### config.mk
export PLATFORM = sky130hd
export DESIGN_NAME = instr_sequencer
export DESIGN_NICKNAME = d
export VERILOG_FILES = /design/src/rtl/seq_pkg.sv /design/src/rtl/seq_fifo.sv /design/src/rtl/instr_sequencer.sv
export SDC_FILE = /design/constraint.sdc
export NUM_CORES = 1
export LEC_CHECK = 0
export BUFFER_PORTS_ARGS = -buffer_cell sky130_fd_sc_hd__buf_2
export CORE_ASPECT_RATIO = 1.1
export CORE_MARGIN = 2
export CORE_UTILIZATION = 25
export DETAILED_ROUTE_END_ITERATION = 8
export PLACE_DENSITY = 0.4
export RECOVER_POWER = 25
export SYNTH_ARGS = -nofsm -noshare
export SYNTH_HDL_FRONTEND = slang
export SYNTH_SLANG_ARGS = --single-unit
### constraint.sdc
create_clock -name clk -period 2.4 [get_ports clk]
set_clock_uncertainty 0.1 [all_clocks]
set_input_delay 0.24 -clock clk [delete_from_list [all_inputs] [get_ports clk]]
set_output_delay 0.24 -clock clk [all_outputs]
set_load 0.005 [all_outputs]
### src/rtl/seq_pkg.sv
// Shared types and constants for the instruction sequencer slice.
package seq_pkg;

  localparam int unsigned WORD_W = 10;
  localparam int unsigned TS_W   = 2;

  typedef logic [TS_W-1:0] ts_t;

  localparam ts_t TS_FETCH = 2'b00;
  localparam ts_t TS_LAST  = 2'b11;

endpackage

### src/rtl/seq_fifo.sv
// Word FIFO feeding the external data path.
// Head word is read combinationally; there is no empty bypass, so a word
// written this cycle becomes visible at the head on the next cycle.
module seq_fifo #(
  parameter int unsigned DEPTH  = 4,
  parameter int unsigned WORD_W = 10
) (
  input  logic                     clk,
  input  logic                     reset,
  input  logic                     push,
  input  logic                     pop,
  input  logic [WORD_W-1:0]        wdata,
  output logic [WORD_W-1:0]        rdata,
  output logic                     full,
  output logic                     empty,
  output logic [$clog2(DEPTH):0]   level
);

  localparam int unsigned AW = $clog2(DEPTH);
  localparam int unsigned LW = AW + 1;

  logic [WORD_W-1:0] mem [DEPTH];
  logic [AW-1:0]     wr_ptr;
  logic [AW-1:0]     rd_ptr;
  logic              wr_en;
  logic              rd_en;

  assign full  = (level == LW'(DEPTH));
  assign empty = (level == '0);
  assign wr_en = push && !full;
  assign rd_en = pop && !empty;

  // Storage write; contents need no reset since empty masks the head.
  always_ff @(posedge clk) begin
    if (wr_en) mem[wr_ptr] <= wdata;
  end

  // Pointers wrap naturally because DEPTH is a power of two.
  always_ff @(posedge clk or posedge reset) begin
    if (reset) begin
      wr_ptr <= '0;
      rd_ptr <= '0;
      level  <= '0;
    end else begin
      if (wr_en) wr_ptr <= wr_ptr + 1'b1;
      if (rd_en) rd_ptr <= rd_ptr + 1'b1;
      case ({wr_en, rd_en})
        2'b10:   level <= level + LW'(1);
        2'b01:   level <= level - LW'(1);
        default: level <= level;
      endcase
    end
  end

  // Combinational head read, zero while empty.
  always_comb begin
    rdata = '0;
    if (!empty) rdata = mem[rd_ptr];
  end

endmodule

### src/rtl/instr_sequencer.sv
// Instruction sequencer: owns the 2-bit timestep, stalls on a missing
// external word, pulses done after Clr, and buffers words in seq_fifo.
// Optional macro SEQ_INSTR_COUNT_EN enables the saturating instr_count.
module instr_sequencer
  import seq_pkg::*;
#(
  parameter int unsigned DEPTH  = 4,
  parameter int unsigned WORD_W = 10
) (
  input  logic                     clk,
  input  logic                     reset,
  input  logic                     run,
  input  logic                     in_valid,
  input  logic [WORD_W-1:0]        in_data,
  output logic                     in_ready,
  input  logic                     Ext,
  input  logic                     Clr,
  output logic [WORD_W-1:0]        data_out,
  output logic [1:0]               timestep,
  output logic                     stall,
  output logic                     done,
  output logic [$clog2(DEPTH):0]   level,
  output logic [15:0]              instr_count
);

  ts_t  ts;
  ts_t  ts_next;
  logic done_next;
  logic active;
  logic advance;
  logic push;
  logic pop;
  logic full;
  logic empty;

  assign active   = run || (ts != TS_FETCH);
  assign stall    = active && Ext && empty;
  assign advance  = active && !stall;
  assign pop      = advance && Ext;
  assign in_ready = !full;
  assign push     = in_valid && in_ready;
  assign timestep = ts;

  seq_fifo #(
    .DEPTH  (DEPTH),
    .WORD_W (WORD_W)
  ) u_fifo (
    .clk    (clk),
    .reset  (reset),
    .push   (push),
    .pop    (pop),
    .wdata  (in_data),
    .rdata  (data_out),
    .full   (full),
    .empty  (empty),
    .level  (level)
  );

  // Timestep and completion-pulse state register.
  always_ff @(posedge clk or posedge reset) begin
    if (reset) begin
      ts   <= TS_FETCH;
      done <= 1'b0;
    end else begin
      ts   <= ts_next;
      done <= done_next;
    end
  end

  // Next timestep: idle holds fetch, stall holds, Clr returns to fetch.
  // A Clr presented during a stall is deferred because advance is low.
  always_comb begin
    ts_next   = ts;
    done_next = 1'b0;
    if (!active) begin
      ts_next = TS_FETCH;
    end else if (advance) begin
      if (Clr) begin
        ts_next   = TS_FETCH;
        done_next = 1'b1;
      end else if (ts == TS_LAST) begin
        ts_next = TS_FETCH;
      end else begin
        ts_next = ts_t'(ts + 1'b1);
      end
    end
  end

`ifdef SEQ_INSTR_COUNT_EN
  logic [15:0] cnt;

  // Completed-instruction counter, saturating at all ones.
  always_ff @(posedge clk or posedge reset) begin
    if (reset) begin
      cnt <= '0;
    end else if (done && (cnt != '1)) begin
      cnt <= cnt + 16'd1;
    end
  end

  assign instr_count = cnt;
`else
  assign instr_count = '0;
`endif

endmodule

# Yosys cells after proc, flatten, opt, wreduce, memory -nomap -nowiden
# Memory sizes are Yosys's and may differ from the RTL's.
# Index checks and enable logic that the tools add are counted.
[word_totals]
in_bits = 16
ram_bits = 40
memories = 1
out_inout_bits = 34
ff_bits = 10
[mem_list]
columns = ["memory", "depth", "word_bits", "read_ports", "rd_clocked_by_memory_dff", "write_ports", "line_no", "source"]
rows = [
  ["u_fifo.mem", 4, 10, 1, 0, 1, "seq_fifo.sv:22", "logic [WORD_W-1:0] mem [DEPTH];"],
]
[op_classes]
n_reduce_logical = 14
n_addsub = 5
eq_ne = 5
muxes = 11
[ops]
columns = ["operator", "count"]
rows = [
  ["10-bit 2-to-1 mux", 1],
  ["2-bit 2-to-1 mux", 4],
  ["1-bit logical AND", 7],
  ["2-bit by 1-bit adder with 2-bit output, second input constant", 3],
  ["3-bit one-hot mux with 2 select lines", 1],
  ["1-bit 2-to-1 mux", 5],
  ["2-bit == test, second input constant", 2],
  ["2-bit nonzero test", 2],
  ["3-bit by 1-bit adder with 3-bit output, second input constant", 1],
  ["3-bit == test, second input constant", 1],
  ["1-bit zero test", 3],
  ["3-bit zero test", 1],
  ["3-bit by 1-bit subtractor with 3-bit output, second input constant", 1],
  ["2-bit by 1-bit == test with 1-bit output, second input constant", 1],
  ["2-bit by 1-bit inequality test with 1-bit output, second input constant", 1],
  ["1-bit logical OR", 1],
]

# Logic depth before layout (Yosys ltp)
# Gate-level depths: netlist of run 1.
[logic_depth]
ltp_word = 10
ltp_mapped = 11
ltp_nobuf = 11

# Cells and area by module
# From an unflattened synthesis of run 1, not the netlist that was laid out.
[unflattened]
hier_cells = 141
hier_area_um2 = 2336.0
[modules_own_cells]
columns = ["mod", "seq_area_each_um2", "area_per_inst_um2", "cells_per_inst", "instances"]
rows = [
  ["seq_fifo", 1376.3, 2008.2, 102, 1],
  ["instr_sequencer", 75.1, 327.8, 39, 1],
]

# Worst setup path after synthesis of run 1
# Ideal clock, no wire load.
[synth_timing]
kind = "register -> register"
startpoint = "register u_fifo.level[0]"
endpoint = "register u_fifo.level[2]"
arrival_time_ps = 2007
stages_incl_launch_ff = 10
t_required_ps = 2221
setup_slack_ps = 214
path_cell_list = "dfrtp_1 or3b_4 and2_4 inv_1 ha_1 inv_1 fa_1 xor2_1 nor2_1 xor2_1"
[synth_between]
word_cells_on_any_way = 17
cone_classes = "2 x add/sub; 3 x eq/ne; 1 x mux; 11 x reduce/logical"
[synth_lines]
columns = ["item", "line_no", "source"]
rows = [
  ["start: declaration", "seq_fifo.sv:16", "output logic [$clog2(DEPTH):0] level"],
  ["start signal: assignment", "seq_fifo.sv:48", "2'b10: level <= level + LW'(1);"],
  ["start signal: assignment", "seq_fifo.sv:49", "2'b01: level <= level - LW'(1);"],
  ["start signal: assignment", "seq_fifo.sv:50", "default: level <= level;"],
  ["3-bit == test *", "seq_fifo.sv:28", "assign full = (level == LW'(DEPTH));"],
  ["1-bit zero test *", "instr_sequencer.sv:40", "assign in_ready = !full;"],
  ["net in_ready", "instr_sequencer.sv:15", "output logic in_ready,"],
  ["1-bit logical AND", "instr_sequencer.sv:41", "assign push = in_valid && in_ready;"],
  ["1-bit logical AND *", "seq_fifo.sv:30", "assign wr_en = push && !full;"],
  ["2-bit by 1-bit == test with 1-bit output / 2-bit == test (equally long branches)", "seq_fifo.sv:47", "case ({wr_en, rd_en})"],
  ["3-bit one-hot mux with 2 select lines / 2-bit nonzero test (equally long branches)", "--", ""],
]
# Mark *: on every way through the listed nets, which the timed path passes. The rest lies on a longest branch.
# A chain may end at the register's enable or synchronous reset.

# Final worst setup path of run 1
[layout_timing]
startpoint = "register u_fifo.level[1]"
endpoint = "register u_fifo.level[2]"
[layout_between]
elab_chain_cells = 8
word_cells_on_any_way = 17
cone_classes = "2 x add/sub; 3 x eq/ne; 1 x mux; 11 x reduce/logical"
[layout_rtl]
columns = ["item", "line_no", "source"]
rows = [
  ["3-bit zero test", "seq_fifo.sv:29", "assign empty = (level == '0);"],
  ["1-bit logical AND", "instr_sequencer.sv:37", "assign stall = active && Ext && empty;"],
  ["1-bit zero test", "instr_sequencer.sv:38", "assign advance = active && !stall;"],
  ["1-bit logical AND", "instr_sequencer.sv:38", ""],
  ["1-bit logical AND", "instr_sequencer.sv:39", "assign pop = advance && Ext;"],
  ["1-bit logical AND", "seq_fifo.sv:31", "assign rd_en = pop && !empty;"],
  ["2-bit by 1-bit == test with 1-bit output / 2-bit == test (equally long branches)", "seq_fifo.sv:47", ""],
  ["3-bit one-hot mux with 2 select lines / 2-bit nonzero test (equally long branches)", "--", ""],
]
# Parallel ways exist; a longest one is shown, timed or not.

==> flow_metrics.env, run 1 <==
export IMPL_status="finished clean"
export IMPL_design_area_um2=2680
export IMPL_gp_congestion=0.748
export IMPL_via_per_inst=4.07
export IMPL_synth_edff_count=40
export IMPL_max_freq_ghz=0.437
export IMPL_vias=1228
export IMPL_grt_use_total=0.0924
export IMPL_hpwlAfterDp_mm=2.95
export IMPL_start_util=0.255
export IMPL_cp_max_fo=6
export IMPL_crit_type="flop to flop"
export IMPL_power_density_nw_per_um2=1160
export IMPL_cp_arrival_ns=2.42
export IMPL_antenna_found_initial=0
export IMPL_layout_commonest_cell="edfxtp_1"
export IMPL_path_buf_inv=2
export IMPL_setup_viol=0
export IMPL_ant_nets=0
export IMPL_crit_path_start_kind="flop"
export IMPL_die_height_um=103
export IMPL_dpl_cell_area_um2=2480
export IMPL_cp_required_ns=2.54
export IMPL_root_buffer="clkbuf_8"
export IMPL_cp_slowest_cell="or3b_4"
export IMPL_hold_class="input port to flop"
export IMPL_syn2layout_area_growth_pct=19.3
export IMPL_endpoint_kind="flop"
export IMPL_critical_path_cell_chain="or3b_4 -> and2_4 -> inv_1 -> ha_2 -> inv_1 -> fa_2 -> xor2_1 -> nor2_1 -> xor2_1"
export IMPL_die_x_um=94.3
export IMPL_vdd_drop_max_v=0.000525
export IMPL_ios=50
export IMPL_numCtsBuffers=5
export IMPL_final_cell_mix="edfxtp_1 (40), buf_2 (25), conb_1 (16), inv_1 (11), buf_4 (11)"
export IMPL_crit_path_max_incr_delay_ns=0.44
export IMPL_grt_max_degree=18
export IMPL_critPathTopFamily="simple AND/OR/NAND/NOR gates"
export IMPL_coreArea_um2=8780
export IMPL_diodes=0
export IMPL_slew_headroom=0.631
export IMPL_wl_per_cell_um=14.6
export IMPL_grt_pass1_vias=1264
export IMPL_clk_latency_ns=0.31
export IMPL_drt_iter0_markers=23
export IMPL_ys_seq_area_frac=0.647
export IMPL_worst_slew_pin_slew_ns=0.553
export IMPL_fin_crit_ns=2.29
export IMPL_dieArea_um2=9740
export IMPL_drt_pass1_iter_count=4
export IMPL_syn_inst=140
export IMPL_ys_async_sr_fraction=0.200
export IMPL_synth_flop_cell="edfxtp_1"
export IMPL_finalHoldViolCount=0
export IMPL_power_w=0.00309
export IMPL_finalCritPeriodShare=0.952
export IMPL_ys_seq_elements=50
export IMPL_grt_overflow=0
export IMPL_drv_cap=0
export IMPL_drive_gt1_frac=0.351
export IMPL_slew_viol_final=0
export IMPL_tns_ns=0
export IMPL_fp_row_count=36
export IMPL_ys_types=28
export IMPL_clk_pin_slew_worst_paths_ns=0.10
export IMPL_cts_buffer_depth=2
export IMPL_clock_sinks=50
export IMPL_postRouteWirelength_mm=4.40
export IMPL_port_buffers=33
export IMPL_ys_warnings_count=0
export IMPL_htreeDepth=2
export IMPL_post_route_drc_count=0
export IMPL_grt_pass1_wl_mm=6.51
export IMPL_total_leakage_power_nw=1.05
export IMPL_syn_area_um2=2240
export IMPL_nNetsFinal=210
export IMPL_syn_mean_instance_area_um2=16.0
export IMPL_cts_tree="done"
[cells in the mapped netlist, types with 2 or more instances]
cell,number,area (µm²)
a211o_1,2,17.5
and2_1,10,62.6
buf_4,17,128
nor2_1,2,7.51
buf_2,2,10.0
a21oi_1,3,15.0
nand2_1,2,7.51
xnor2_1,4,35.0
ha_1,6,75.1
edfxtp_1,40,1200
nand3_1,3,15.0
inv_1,11,41.3
xor2_1,2,17.5
mux4_2,10,225
and3_2,4,30.0
dfrtp_1,10,250
[final cells by class]
cell class | count | area [µm²]
repair buffers | 45 | 248
inverters | 11 | 41.3
flip-flops and latches | 50 | 1450
well taps | 114 | 143
clock buffers | 5 | 68.8
clock inverters | 3 | 47.5
multi-input cells | 74 | 674
fillers | 895 | 6110
[state kept, by name, indices dropped and copies added, names as in the netlist]
register / count
done: 1
timestep: 2
u_fifo.wr_ptr: 2
u_fifo.rd_ptr: 2
u_fifo.level: 3
u_fifo.mem: 40
[where the power goes]
| group | internal, W | leakage, nW | total (W) | switching (W) |
|---|---|---|---|---|
| Sequential | 0.00116 | 0.486 | 0.00129 | 0.000125 |
| Combinational | 0.000644 | 0.504 | 0.00119 | 0.000541 |
| Clock | 0.000318 | 0.0591 | 0.000619 | 0.000301 |
[metrics by stage]
stage | hold slack, ns | cells | util | worst slack (ns)
3_3_place_gp | 0.137 | 284 | 0.282 | 0.182
4_1_cts | 0.0318 | 293 | 0.297 | 0.0316
2_1_floorplan | -0.0198 | 155 | - | 0.214
3_5_place_dp | 0.156 | 284 | 0.282 | 0.0643
6_report | 0.0455 | 302 | 0.305 | 0.114
5_1_grt | 0.0543 | 302 | 0.305 | -0.0139
[cell families after synthesis]
kind of cell | after synthesis | share of synthesized area
DFF | 50 | 0.647
buffers and inverters | 31 | 0.0815
and+or+nand+nor | 28 | 0.0776
muxes | 12 | 0.112
adders and majority gates | 7 | 0.0424
xor gates and xnor gates | 6 | 0.0234
AOI/OAI and AO/OA | 5 | 0.0145
other | 1 | 0.00167
[final timing paths]
kind | slack, ns | end | cells after the start | start
worst max-delay path | 0.11 | u_fifo.level[2] | 9 | u_fifo.level[1]
worst min-delay path | 0.05 | u_fifo.mem[0][0] | 1 | in_data[0]
worst max register to register | 0.11 | u_fifo.level[2] | 9 | u_fifo.level[1]
worst min register to register | 0.43 | u_fifo.rd_ptr[0] | 1 | u_fifo.rd_ptr[0]
max in group asynchronous | 1.52 | u_fifo.level[0] | 3 | reset
min in group asynchronous | 0.36 | u_fifo.level[2] | 3 | reset
[worst register-to-register path, stage by stage (launching register included)]
cell,delay (ns)
dfrtp_1,0.42
or3b_4,0.44
and2_4,0.19
inv_1,0.05
ha_2,0.19
inv_1,0.06
fa_2,0.34
xor2_1,0.15
nor2_1,0.12
xor2_1,0.16
[routing by layer]
metal	wire length, µm	GRT usage	share of wire
met2	2240	0.159	0.51
met3	340	0.0333	0.077
met1	1760	0.107	0.40
met4	51	0.0312	0.012
met5	0	0	0
[repair_timing]
item	in CTS	in global routing
hold endpoints to repair	10	0
hold buffers	1	0
resized for setup	0	4
setup buffers	0	9
setup endpoints to repair	0	1
No activity file was read; power rests on OpenSTA's default activity.
==> inputs of run 2 (changes only) <==
--- a/config.mk
+++ b/config.mk
@@ -11,7 +11,7 @@
 export CORE_UTILIZATION = 25
 export DETAILED_ROUTE_END_ITERATION = 8
 export PLACE_DENSITY = 0.4
-export RECOVER_POWER = 25
+export RECOVER_POWER = 100
 export SYNTH_ARGS = -nofsm -noshare
 export SYNTH_HDL_FRONTEND = slang
 export SYNTH_SLANG_ARGS = --single-unit
==> constraint.sdc (replaced) <==
create_clock -name clk -period 2.8 [get_ports clk]
set_clock_uncertainty 0.1 [all_clocks]
set_input_delay 0.28 -clock clk [delete_from_list [all_inputs] [get_ports clk]]
set_output_delay 0.28 -clock clk [all_outputs]
set_load 0.005 [all_outputs]
==> run 2 against run 1 <==
  * Global-route usage decreased by 0.14 points
  * Sequential cell count unchanged
  * Worst setup slack improved by 0.19 ns
  * Count of clock-buffer cells in the layout unchanged
  * Critical path depth unchanged
  * Via count decreased by 4.3%
  * Non-clock buffer count decreased by 10
  * Largest cell class unchanged
  * Sequential power decreased by 13%
  * Sequential share of layout area increased by 2.1 points
  * Wire length decreased by 4.8%
==> flow_metrics.env, run 2 (synthesis gave the netlist of run 1 again) <==
export IMPL_grt_overflow=0
export IMPL_r2r_cells=9
export IMPL_cp_depth=9
export IMPL_worst_slew_pin_slew_ns=0.621
export IMPL_power_density_nw_per_um2=974
export IMPL_cts_hold_buffers=1
export IMPL_final_cell_mix="edfxtp_1 (40), buf_2 (19), conb_1 (16), clkbuf_1 (13), inv_1 (11)"
export IMPL_status="finished clean"
export IMPL_dieArea_um2=9740
export IMPL_path_buf_inv=2
export IMPL_clk_pin_slew_worst_paths_ns=0.09
export IMPL_nFillCells=918
export IMPL_die_height_um=103
export IMPL_min_from="Clr"
export IMPL_hpwlAfterDp_mm=2.97
export IMPL_critPathTopFamily="simple AND/OR/NAND/NOR gates"
export IMPL_cts_tree="done"
export IMPL_crit_path_start_kind="flop"
export IMPL_post_route_drc_count=0
export IMPL_critPathLaunch="u_fifo.level[0]"
export IMPL_antenna_found_initial=0
export IMPL_syn2layout_area_growth_pct=14.8
export IMPL_largest_reg_flops=40
export IMPL_cp_max_fo=6
export IMPL_vias=1175
export IMPL_fin_crit_ns=2.49
export IMPL_layout_commonest_cell="edfxtp_1"
export IMPL_grt_max_degree=18
export IMPL_postRouteWirelength_mm=4.19
export IMPL_cts_post_setup_buffers_inserted=0
export IMPL_ant_nets=0
export IMPL_gp_congestion=0.726
export IMPL_slew_viol_final=0
export IMPL_wl_per_cell_um=14.3
export IMPL_crit_path_max_incr_delay_ns=0.46
export IMPL_total_leakage_power_nw=0.981
export IMPL_finalCritPeriodShare=0.891
export IMPL_htreeDepth=2
export IMPL_clock_sinks=50
export IMPL_setup_viol=0
export IMPL_endpoint_kind="flop"
export IMPL_drv_cap=0
export IMPL_clk_latency_ns=0.30
export IMPL_max_freq_ghz=0.401
export IMPL_rsz0062_at_grt="false"
export IMPL_finalHoldViolCount=0
export IMPL_timing_rr_start="u_fifo.level[0]"
export IMPL_critical_path_cell_chain="or3b_1 -> and2_0 -> inv_1 -> ha_1 -> inv_1 -> fa_1 -> xor2_1 -> nor2_1 -> xor2_1"
export IMPL_nNetsFinal=200
export IMPL_cts_resized=0
export IMPL_slew_headroom=0.583
export IMPL_vdd_drop_max_v=0.000387
export IMPL_rrSetupSlack_ns=0.31
export IMPL_crit_type="flop to flop"
export IMPL_drt_pass1_iter_count=4
export IMPL_hold_class="input port to flop"
export IMPL_coreArea_um2=8780
export IMPL_grt_use_total=0.0910
export IMPL_fp_row_count=36
export IMPL_diodes=0
export IMPL_grt_pass1_vias=1273
export IMPL_cp_slowest_cell="or3b_1"
export IMPL_tns_ns=0
export IMPL_die_x_um=94.3
export IMPL_via_per_inst=4.02
export IMPL_root_buffer="clkbuf_8"
export IMPL_design_area_um2=2570
export IMPL_drt_iter0_markers=47
export IMPL_drive_gt1_frac=0.247
export IMPL_cp_arrival_ns=2.63
export IMPL_ios=50
export IMPL_whs_path_depth=3
export IMPL_cts_buffer_depth=2
export IMPL_grt_pass1_wl_mm=6.58
export IMPL_numCtsBuffers=5
export IMPL_cp_required_ns=2.94
export IMPL_start_util=0.255
export IMPL_port_buffers=33
export IMPL_top_register="u_fifo.mem"
export IMPL_reg_largest_list="u_fifo.mem: 40 flops, u_fifo.level: 3 flops"
export IMPL_dpl_cell_area_um2=2470
-- run 2: area by class of cell --
class	count	area, µm²	share of cell area
clock buffer	5	68.8	0.0267
tap	114	143	0.0554
multi-input combinational	74	658	0.256
sequential	50	1450	0.564
inverter	11	41.3	0.0160
clock inverter	3	47.5	0.0185
timing repair buffer	35	164	0.0637
-- run 2: path summary, 6_finish.rpt --
kind | to
max in group asynchronous | u_fifo.rd_ptr[1]
worst max-delay path | u_fifo.level[2]
worst min register to register | u_fifo.level[2]
worst min-delay path | done
min in group asynchronous | done
worst max register to register | u_fifo.level[2]
-- run 2: worst reg2reg max path: cells and delay by family, from the launching register on --
| kind | cells | cell delay (ns) |
|---|---|---|
| buffers and inverters | 2 | 0.17 |
| DFF | 1 | 0.45 |
| xor gates and xnor gates | 2 | 0.30 |
| and+or+nand+nor | 3 | 0.84 |
| adders and majority gates | 2 | 0.56 |
-- run 2: power breakdown --
part,internal (W),switching [W]
Sequential,0.000997,0.000124
Combinational,0.000444,0.000419
Clock,0.000273,0.000250
Total,0.00171,0.000793
-- run 2: metrics by stage --
stage               setup WS, ns  instances  utilization  hold slack, ns  power, W
floorplan                  0.614        155            -          0.0202   0.00173
global placement           0.510        283        0.281           0.184   0.00202
detailed placement         0.424        283        0.281           0.196   0.00206
CTS                        0.392        292        0.296          0.0689   0.00259
global route               0.147        292        0.293           0.115   0.00268
finish                     0.305        292        0.293           0.106   0.00251
-- run 2: per-layer routing --
| layer | part of all wire | track usage |
|---|---|---|
| met5 | 0 | 0 |
| met4 | 0.0081 | 0.0268 |
| met3 | 0.055 | 0.0261 |
| met2 | 0.50 | 0.153 |
| met1 | 0.43 | 0.115 |
